==> src/rtl/uart_pkg.sv <==
// Shared definitions for the UART responder: FSM state encoding, register
// offsets and status bit positions (also consumed by the bridge).
package uart_pkg;

  typedef enum logic [1:0] {
    IDLE  = 2'd0,
    START = 2'd1,
    DATA  = 2'd2,
    STOP  = 2'd3
  } uart_state_e;

  localparam logic [3:0] UART_DATA_OFF = 4'h8;
  localparam logic [3:0] UART_STAT_OFF = 4'hc;

  localparam int TX_READY_BIT = 0;
  localparam int RX_READY_BIT = 1;

endpackage

==> src/rtl/uart_rx_core.sv <==
// UART receiver core: 2-flop synchroniser, 8N1 RX FSM and bit counter.
// Emits a one-cycle rx_done pulse together with the received byte.
module uart_rx_core
  import uart_pkg::*;
#(
  parameter int CPB = 16
) (
  input  logic       clk,
  input  logic       rst_n,
  input  logic       rxd,
  output logic       rx_done,
  output logic [7:0] rx_byte
);

  localparam int CW = $clog2(CPB);
  localparam logic [CW-1:0] FULL = CW'(CPB - 1);
  localparam logic [CW-1:0] HALF = CW'(CPB / 2 - 1);

  logic          sync1;
  logic          rxs;
  uart_state_e   state;
  uart_state_e   state_next;
  logic [CW-1:0] cnt;
  logic [CW-1:0] cnt_next;
  logic [2:0]    idx;
  logic [2:0]    idx_next;
  logic [7:0]    shift;
  logic [7:0]    shift_next;
  logic          ferr;
  logic          ferr_next;
  logic          done_next;

  always_ff @(posedge clk) begin
    if (!rst_n) begin
      sync1 <= 1'b1;
      rxs   <= 1'b1;
    end else begin
      sync1 <= rxd;
      rxs   <= sync1;
    end
  end

  always_ff @(posedge clk) begin
    if (!rst_n) begin
      state   <= IDLE;
      cnt     <= '0;
      idx     <= '0;
      shift   <= '0;
      ferr    <= 1'b0;
      rx_done <= 1'b0;
      rx_byte <= '0;
    end else begin
      state   <= state_next;
      cnt     <= cnt_next;
      idx     <= idx_next;
      shift   <= shift_next;
      ferr    <= ferr_next;
      rx_done <= done_next;
      if (done_next)
        rx_byte <= shift;
    end
  end

  // START samples at the half-bit point so every later sample lands at a bit centre.
  // A low stop bit sets ferr and parks the FSM in STOP until the line returns high.
  always_comb begin
    state_next = state;
    cnt_next   = cnt;
    idx_next   = idx;
    shift_next = shift;
    ferr_next  = ferr;
    done_next  = 1'b0;
    case (state)
      IDLE: begin
        cnt_next  = '0;
        idx_next  = '0;
        ferr_next = 1'b0;
        if (!rxs)
          state_next = START;
      end
      START: begin
        if (cnt == HALF) begin
          cnt_next   = '0;
          state_next = rxs ? IDLE : DATA;
        end else begin
          cnt_next = cnt + 1'b1;
        end
      end
      DATA: begin
        if (cnt == FULL) begin
          cnt_next   = '0;
          shift_next = {rxs, shift[7:1]};
          idx_next   = idx + 3'd1;
          if (idx == 3'd7)
            state_next = STOP;
        end else begin
          cnt_next = cnt + 1'b1;
        end
      end
      STOP: begin
        if (ferr) begin
          if (rxs)
            state_next = IDLE;
        end else if (cnt == FULL) begin
          cnt_next = '0;
          if (rxs) begin
            done_next  = 1'b1;
            state_next = IDLE;
          end else begin
            ferr_next = 1'b1;
          end
        end else begin
          cnt_next = cnt + 1'b1;
        end
      end
      default: state_next = IDLE;
    endcase
  end

endmodule

==> src/rtl/uart_ctrl.sv <==
// UART responder for the bridge: strobe edge detection, 8N1 transmitter,
// one-byte receive buffer and status bits. Receive path lives in uart_rx_core.
module uart_ctrl
  import uart_pkg::*;
#(
  parameter int CLK_FREQ = 50000000,
  parameter int BAUD     = 9600
) (
  input  logic       clk,
  input  logic       rst_n,
  input  logic       uart_addr_i,
  input  logic       uart_we_n_i,
  input  logic       uart_re_n_i,
  input  logic [7:0] uart_tx_data_i,
  output logic       uart_tx_ready_o,
  output logic       uart_rx_ready_o,
  output logic [7:0] uart_rx_data_o,
  input  logic       rxd_i,
  output logic       txd_o
);

  localparam int CPB = CLK_FREQ / BAUD;
  localparam int CW  = $clog2(CPB);
  localparam logic [CW-1:0] FULL = CW'(CPB - 1);

  logic          we_q;
  logic          re_q;
  logic          write_evt;
  logic          read_evt;
  uart_state_e   tx_state;
  uart_state_e   tx_state_next;
  logic [CW-1:0] tx_cnt;
  logic [CW-1:0] tx_cnt_next;
  logic [2:0]    tx_idx;
  logic [2:0]    tx_idx_next;
  logic [7:0]    tx_shift;
  logic [7:0]    tx_shift_next;
  logic          txd_next;
  logic          tx_ready_next;
  logic          rx_done;
  logic [7:0]    rx_byte;

  // Events fire only on the falling edge of a strobe and only for the DATA register.
  assign write_evt = ~uart_we_n_i & we_q & ~uart_addr_i;
  assign read_evt  = ~uart_re_n_i & re_q & ~uart_addr_i;

  always_ff @(posedge clk) begin
    if (!rst_n) begin
      we_q <= 1'b1;
      re_q <= 1'b1;
    end else begin
      we_q <= uart_we_n_i;
      re_q <= uart_re_n_i;
    end
  end

  always_ff @(posedge clk) begin
    if (!rst_n) begin
      tx_state        <= IDLE;
      tx_cnt          <= '0;
      tx_idx          <= '0;
      tx_shift        <= '0;
      txd_o           <= 1'b1;
      uart_tx_ready_o <= 1'b1;
    end else begin
      tx_state        <= tx_state_next;
      tx_cnt          <= tx_cnt_next;
      tx_idx          <= tx_idx_next;
      tx_shift        <= tx_shift_next;
      txd_o           <= txd_next;
      uart_tx_ready_o <= tx_ready_next;
    end
  end

  // txd is registered, so each state presents the next bit as it hands over.
  always_comb begin
    tx_state_next = tx_state;
    tx_cnt_next   = tx_cnt;
    tx_idx_next   = tx_idx;
    tx_shift_next = tx_shift;
    txd_next      = txd_o;
    tx_ready_next = uart_tx_ready_o;
    case (tx_state)
      IDLE: begin
        txd_next      = 1'b1;
        tx_ready_next = 1'b1;
        tx_cnt_next   = '0;
        if (write_evt) begin
          tx_shift_next = uart_tx_data_i;
          tx_state_next = START;
          txd_next      = 1'b0;
          tx_ready_next = 1'b0;
        end
      end
      START: begin
        if (tx_cnt == FULL) begin
          tx_cnt_next   = '0;
          tx_idx_next   = '0;
          tx_state_next = DATA;
          txd_next      = tx_shift[0];
        end else begin
          tx_cnt_next = tx_cnt + 1'b1;
        end
      end
      DATA: begin
        if (tx_cnt == FULL) begin
          tx_cnt_next   = '0;
          tx_shift_next = tx_shift >> 1;
          if (tx_idx == 3'd7) begin
            tx_state_next = STOP;
            txd_next      = 1'b1;
          end else begin
            tx_idx_next = tx_idx + 3'd1;
            txd_next    = tx_shift[1];
          end
        end else begin
          tx_cnt_next = tx_cnt + 1'b1;
        end
      end
      STOP: begin
        if (tx_cnt == FULL) begin
          tx_cnt_next   = '0;
          tx_state_next = IDLE;
          tx_ready_next = 1'b1;
        end else begin
          tx_cnt_next = tx_cnt + 1'b1;
        end
      end
      default: tx_state_next = IDLE;
    endcase
  end

  uart_rx_core #(
    .CPB(CPB)
  ) u_rx_core (
    .clk    (clk),
    .rst_n  (rst_n),
    .rxd    (rxd_i),
    .rx_done(rx_done),
    .rx_byte(rx_byte)
  );

  // A completing byte takes priority over a simultaneous read (newest data wins).
  always_ff @(posedge clk) begin
    if (!rst_n) begin
      uart_rx_ready_o <= 1'b0;
      uart_rx_data_o  <= '0;
    end else if (rx_done) begin
      uart_rx_ready_o <= 1'b1;
      uart_rx_data_o  <= rx_byte;
    end else if (read_evt) begin
      uart_rx_ready_o <= 1'b0;
    end
  end

endmodule

==> config.mk <==
export PLATFORM = sky130hd
export DESIGN_NAME = uart_ctrl
export DESIGN_NICKNAME = d
export VERILOG_FILES = /design/src/rtl/uart_pkg.sv /design/src/rtl/uart_rx_core.sv /design/src/rtl/uart_ctrl.sv
export SDC_FILE = /design/constraint.sdc
export NUM_CORES = 1
export LEC_CHECK = 0
export CORE_ASPECT_RATIO = 0.75
export CORE_MARGIN = 2
export CORE_UTILIZATION = 50
export CTS_CLUSTER_SIZE = 28
export DETAILED_ROUTE_END_ITERATION = 12
export GPL_TIMING_DRIVEN = 0
export HOLD_SLACK_MARGIN = 0.08
export PLACE_DENSITY_LB_ADDON = 0.08
export SYNTH_ARGS = -nofsm -noshare
export SYNTH_HDL_FRONTEND = slang
export SYNTH_SLANG_ARGS = --single-unit
==> constraint.sdc <==
create_clock -name clk -period 2.3 [get_ports clk]
set_input_delay 0.46 -clock clk [delete_from_list [all_inputs] [get_ports clk]]
set_output_delay 0.46 -clock clk [all_outputs]
set_load 0.02 [all_outputs]
# ---- Word-level counts from Yosys, hierarchy flattened
# Cells that the tools add are included.
dict set report word_totals {
  register_bits 77
  in_bits 14
  output_inout_bits 11
  wordCells 118
}
dict set report op_classes {
  add_sub_neg 4
  n_eq_ne 23
  mux 47
  bitwise_logic 7
  n_reduce_logical 18
}
# cell n
set op_table {}
lappend op_table {{13-bit 2-to-1 mux} 4}
lappend op_table {{13-bit one-hot mux with 4 select lines} 1}
lappend op_table {{13-bit by 1-bit adder with 13-bit output, second input constant} 2}
lappend op_table {{13-bit equality test, second input constant} 2}
lappend op_table {{2-bit 2-to-1 mux} 13}
lappend op_table {{13-bit one-hot mux with 2 select lines} 1}
lappend op_table {{8-bit 2-to-1 mux} 2}
lappend op_table {{2-bit inequality test, second input constant} 8}
lappend op_table {{2-bit one-hot mux with 4 select lines} 2}
lappend op_table {{8-bit one-hot mux with 2 select lines} 1}
lappend op_table {{1-bit 2-to-1 mux} 14}
lappend op_table {{13-bit by 12-bit equality test with 1-bit output, second input constant} 1}
lappend op_table {{3-bit 2-to-1 mux} 4}
lappend op_table {{3-bit one-hot mux with 2 select lines} 2}
lappend op_table {{2-bit nonzero test} 6}
lappend op_table {{5-bit AND reduction} 2}
lappend op_table {{2-bit equality test, second input constant} 4}
lappend op_table {{3-bit by 1-bit adder with 3-bit output, second input constant} 2}
lappend op_table {{3-bit equality test, second input constant} 2}
lappend op_table {{2-bit by 1-bit inequality test with 1-bit output, second input constant} 3}
lappend op_table {{2-bit AND reduction} 3}
lappend op_table {{3-bit AND reduction} 2}
lappend op_table {{1-bit AND} 4}
lappend op_table {{2-bit by 1-bit equality test with 1-bit output, second input constant} 2}
lappend op_table {{8 further kinds} 12}

# ---- Longest topological paths before layout
dict set report depth {
  word_depth 5
  depth_mapped 9
  mapped_depth_nobuf 7
}

# ---- Cells and area by module
# From an unflattened synthesis, not the netlist that was laid out.
dict set report unflattened {
  hier_cells 379
  area_unflattened_um2 3530.9
}
# mod n_inst cells_each area_each_um2 seq_area_each_um2
set by_module_without_submodules {}
lappend by_module_without_submodules {uart_ctrl 1 189 1786.7 780.7}
lappend by_module_without_submodules {uart_rx_core 1 190 1744.2 760.7}

# ---- Worst setup path after synthesis
# No wires, ideal clock.
dict set report synth_timing {
  kind {reg2reg}
  startpoint {reg u_rx_core.cnt[0]}
  endpoint {reg (tool-made name)}
  setup_time_ps 70
  t_arrival_ps 1883
  required_time_ps 2230
  slack_ps 347
  path_stages_with_launch 7
  n_path_buf 0
  period_less_slack_ps 1953
  path_cell_list {dfxtp_1 ha_1 or4b_4 nor4_4 o2111ai_1 or3b_1 a21boi_1}
}
# item line
set synth_lines {}
lappend synth_lines {{from (decl)} uart_rx_core.sv:23} ;# logic [CW-1:0] cnt;
lappend synth_lines {{from (signal assigned)} uart_rx_core.sv:54} ;# cnt <= cnt_next;

# ---- Worst setup path after layout
dict set report layout_timing {
  startpoint {reg u_rx_core.cnt[0]}
  endpoint {reg u_rx_core.cnt[12]}
}
dict set report layout_between {
  elab_chain_cells 4
  word_cells_on_any_way 7
  classes_between {add/sub: 1; eq/ne: 2; mux: 4}
}
# item line
set layout_rtl {}
lappend layout_rtl {{13-bit by 1-bit adder with 13-bit output / 13-bit equality test (equally long branches)} -}
lappend layout_rtl {{13-bit 2-to-1 mux} {uart_rx_core.sv:90, uart_rx_core.sv:104}}
lappend layout_rtl {{13-bit 2-to-1 mux} uart_rx_core.sv:101} ;# if (ferr) begin
lappend layout_rtl {{13-bit one-hot mux with 4 select lines *} uart_rx_core.sv:73} ;# case (state)
# Mark *: on every way between the ends. The rest lies on a longest branch, timed or not. The select of a mux whose other input is x is not followed.
# A chain may end at the register's enable or synchronous reset.

==> summary.md <==
| Metric | Value |
|---|---|
| Slew @ Worst Pin | `0.733 ns` |
| Yosys warns | `0` |
| Flop-to-flop setup slack | `0.09 ns` |
| Flip-flop and latch area | `1540 sq um` |
| Final ANT Viol Nets | `0` |
| Area delta synth->final | `18.4%` |
| Register area share after synthesis | `43.1%` |
| Site row count | `26` |
| Diodes inserted | `0` |
| Endpoints failing setup | `0` |
| R2r worst-path depth | `8` |
| Drt wl/cell | `13.3 microns` |
| Top_reg_cell synth | `dfxtp_1` |
| Crit path depth | `8` |
| Cts bufs inserted | `9` |
| Post-synth top area share | `43.1%` |
| Sink count of the clock tree | `77` |
| Most numerous cell in the Yosys netlist | `dfxtp_1` |
| Number of flops mapped to enable cells by yosys | `0` |
| # IOs | `25` |
| Synth cell count leaders | `77 x dfxtp_1, 43 x nand2_1, 38 x nor2_1` |
| Crit path cell chain | `ha_4, or4b_4, nor4_4, buf_4, o22ai_1, o21ai_4, buf_12, nor2_1` |
| Switching share of power | `30.0%` |
| Crit share post-route | `96.2%` |
| Hold Path Class | `flop to flop` |
| Crit path buf inv count | `2` |
| Worst path required time | `2.54 ns` |
| Worst hold path endpoint | `u_rx_core.rxs` |
| Layout fillers | `595` |
| Met2 Use GR | `28.0%` |
| Vias in the first global route | `2553` |
| Crit-path slowest cell | `or4b_4` |
| Largest cells by area after synthesis | `dfxtp_1 43%, mux2i_1 7.6%, ha_1 5.2%, nand2_1 4.5%, nor2b_1 4.2%` |
| Final layout net count | `452` |
| Synth cell types | `49` |
| Total overflow reported by the global router | `0` |
| Crit-path max FO | `10` |
| Int Power | `2.39 mW` |
| Minimum clock period after layout | `2.21 ns` |
| Worst Setup End Kind | `flop` |
| Finished Layout Cells | `526` |
| Worst path top cell family by delay | `simple AND/OR/NAND/NOR gates` |
| Slew headroom | `51.1%` |
| Sw Pwr | `1.02 mW` |
| Post-Place Setup Slack | `-0.152 ns` |
| Via/cell ratio | `5.15` |
| First-pass GRT wire length | `11.9 mm` |
| Dpl cells | `508` |
| Worst Hold Depth | `1` |
| Syn avg cell area | `9.24 sq um` |
| Chip height | `77.3 microns` |
| GRT busiest layer | `met2` |
| Max cap viols | `0` |
| Crit path DAT | `2.45 ns` |
| Die area | `7850 sq um` |
| Root Driver | `clkbuf_8` |
| Pwr dens | `806 nW/um^2` |
| Largest net degree at the start of global routing | `15` |
| DR iter-0 viols | `72` |
| Grt met3 use | `5.93%` |
| All-Layer GR Usage | `18.9%` |
| DP Wirelength | `4.90 mm` |
| Clock tree buffer depth | `2` |
| Leading area contributor after synthesis | `dfxtp_1` |
| Multi-input logic area | `1970 sq um` |
| Met1 Use GR | `26.7%` |
| Total wire length | `6.97 mm` |
| Post-route DRC violation count | `0` |
| Slew Viols, Final | `0` |
| Synth Cell Area | `3580 sq um` |
| CTS Hold Bufs | `0` |
| Pleak | `1.51 nW` |
| PnR worst setup slack | `0.0871 ns` |
| CTS H-tree lvls | `3` |
| Syn Inst Count | `387` |
| Initial DRT Pass Iterations | `4` |
| Placer Congestion | `0.816` |
| Start point of the worst min-delay path | `u_rx_core.sync1` |
| Post-Route Skew | `0.0108 ns` |
| Comb power frac | `22.8%` |
| Final Core Density | `61.7%` |
| Final Hold Viols | `0` |
| Fmax | `452 MHz` |
| Sequential power share | `44.2%` |
| Clk pin slew, worst setup/hold paths | `0.08 ns` |
| Synthesized Nets | `416` |
| Clock Latency Late Sink | `0.34 ns` |
| Clock power share | `33.0%` |
| Worst r2r src | `u_rx_core.cnt[0]` |
| Critical path class | `flop to flop` |
| CP Launch Type | `flop` |
| Initial Util | `52.1%` |
| Status | `complete, no violations` |
| CORE AREA | `6860 sq um` |
| Worst R2R End | `u_rx_core.cnt[12]` |
| IO Port Bufs | `23` |
| Share of layout cells above drive strength 1 | `9.11%` |
| Die X | `102 microns` |
| Initial antenna violation count | `0` |
| CTS tree | `built` |
| #FFs+latches synth | `77` |
| FFs w/ async S/R, synth | `0%` |
| Slowest stage delay, CP | `0.47 ns` |
| Vias post-DR | `2711` |
| Max rail drop VDD | `0.503 mV` |
[flip-flops by register name (all words and copies together) (netlist names), 2 cells and up, named ones only]
| signal | cells |
|---|---|
| tx_cnt | 13 |
| u_rx_core.cnt | 13 |
| tx_shift | 8 |
| u_rx_core.rx_byte | 8 |
| u_rx_core.shift | 8 |
| uart_rx_data_o | 8 |
| tx_idx | 3 |
| u_rx_core.idx | 3 |
| tx_state | 2 |
[worst max path at each step]
| stage | from | end | slack [ns] |
|---|---|---|---|
| finish | u_rx_core.cnt[0] | u_rx_core.cnt[12] | 0.09 |
| global route | u_rx_core.cnt[1] | u_rx_core.cnt[9] | -0.01 |
| CTS | u_rx_core.cnt[0] | u_rx_core.cnt[9] | 0.001 |
| detailed placement | uart_we_n_i | tx_shift[6] | -0.15 |
| global placement | uart_we_n_i | tx_shift[5] | -0.18 |
| floorplan | u_rx_core.cnt[0] | flop | 0.35 |
[metrics by stage]
step	TNS [ns]	area [sq um]	total power [mW]	hold slack [ns]
3_5_place_dp	-0.716	3930	2.29	0.392
5_1_grt	-0.0460	4240	3.61	0.425
4_1_cts	0	4150	3.43	0.405
3_3_place_gp	-0.886	3930	2.28	0.397
6_report	0	4240	3.41	0.405
2_1_floorplan	0	3580	2.10	0.386
[what timing repair did]
item | in CTS | in global routing
gates resized for setup | 0 | 9
pin swaps | 0 | 3
buffers inserted | 0 | 3
endpoints found under the setup margin | 8 | 45
[power groups by stage]
stage / Clock (mW) / Combinational, mW / Sequential (mW)
after floorplan: 0 / 0.564 / 1.53
after global placement: 0 / 0.744 / 1.53
after detailed placement: 0 / 0.751 / 1.54
final: 1.13 / 0.778 / 1.51
after CTS: 1.16 / 0.758 / 1.51
after global routing: 1.22 / 0.866 / 1.52
[cells by family (layout without fill, tap and decap cells)]
logic type,Yosys count,after routing,share of synthesized area [%]
xor gates and xnor gates,21,21,5.14
and+or+nand+nor,169,169,25.1
DFF,77,77,43.1
buffers and inverters,27,68,3.11
adders and majority gates,15,15,5.25
muxes,28,28,7.87
AOI/OAI and AO/OA,50,50,10.5
[worst register-to-register path, cell delays in order, from the launching register on]
cell and delay (ns):
dfxtp_1 0.40, ha_4 0.18, or4b_4 0.47, nor4_4 0.31, buf_4 0.18, o22ai_1 0.16
o21ai_4 0.22, buf_12 0.14, nor2_1 0.05
[layout make-up]
cell class / count / share of cell area, %
Buffer: 17 / 1.74
Inverter: 9 / 0.798
Clock buffer: 9 / 2.92
Clock inverter: 7 / 2.36
Sequential cell: 77 / 36.4
Tap cell: 98 / 2.90
Multi-Input combinational cell: 283 / 46.6
Timing Repair Buffer: 26 / 6.26
[layout by cell type (no fill, tap or decap), types with 6 or more instances in the layout]
cell,n
clkbuf_8,9
o211a_1,7
dfxtp_1,77
clkdlybuf4s50_1,23
o21ai_0,9
xnor2_1,8
ha_1,14
nand2b_1,7
xor2_1,13
and3_1,8
mux2i_1,27
inv_1,9
nand3_1,19
nand4_1,6
clkbuf_1,13
nand2_1,43
nor2b_1,24
a21boi_0,13
nor2_1,38
[layer usage]
metal	up-vias	wire, microns
met5	-	0
met4	0	36
met3	4	173
met2	28	3160
met1	1278	3610
li1	1401	-
No activity file was read; power rests on OpenSTA's default activity.
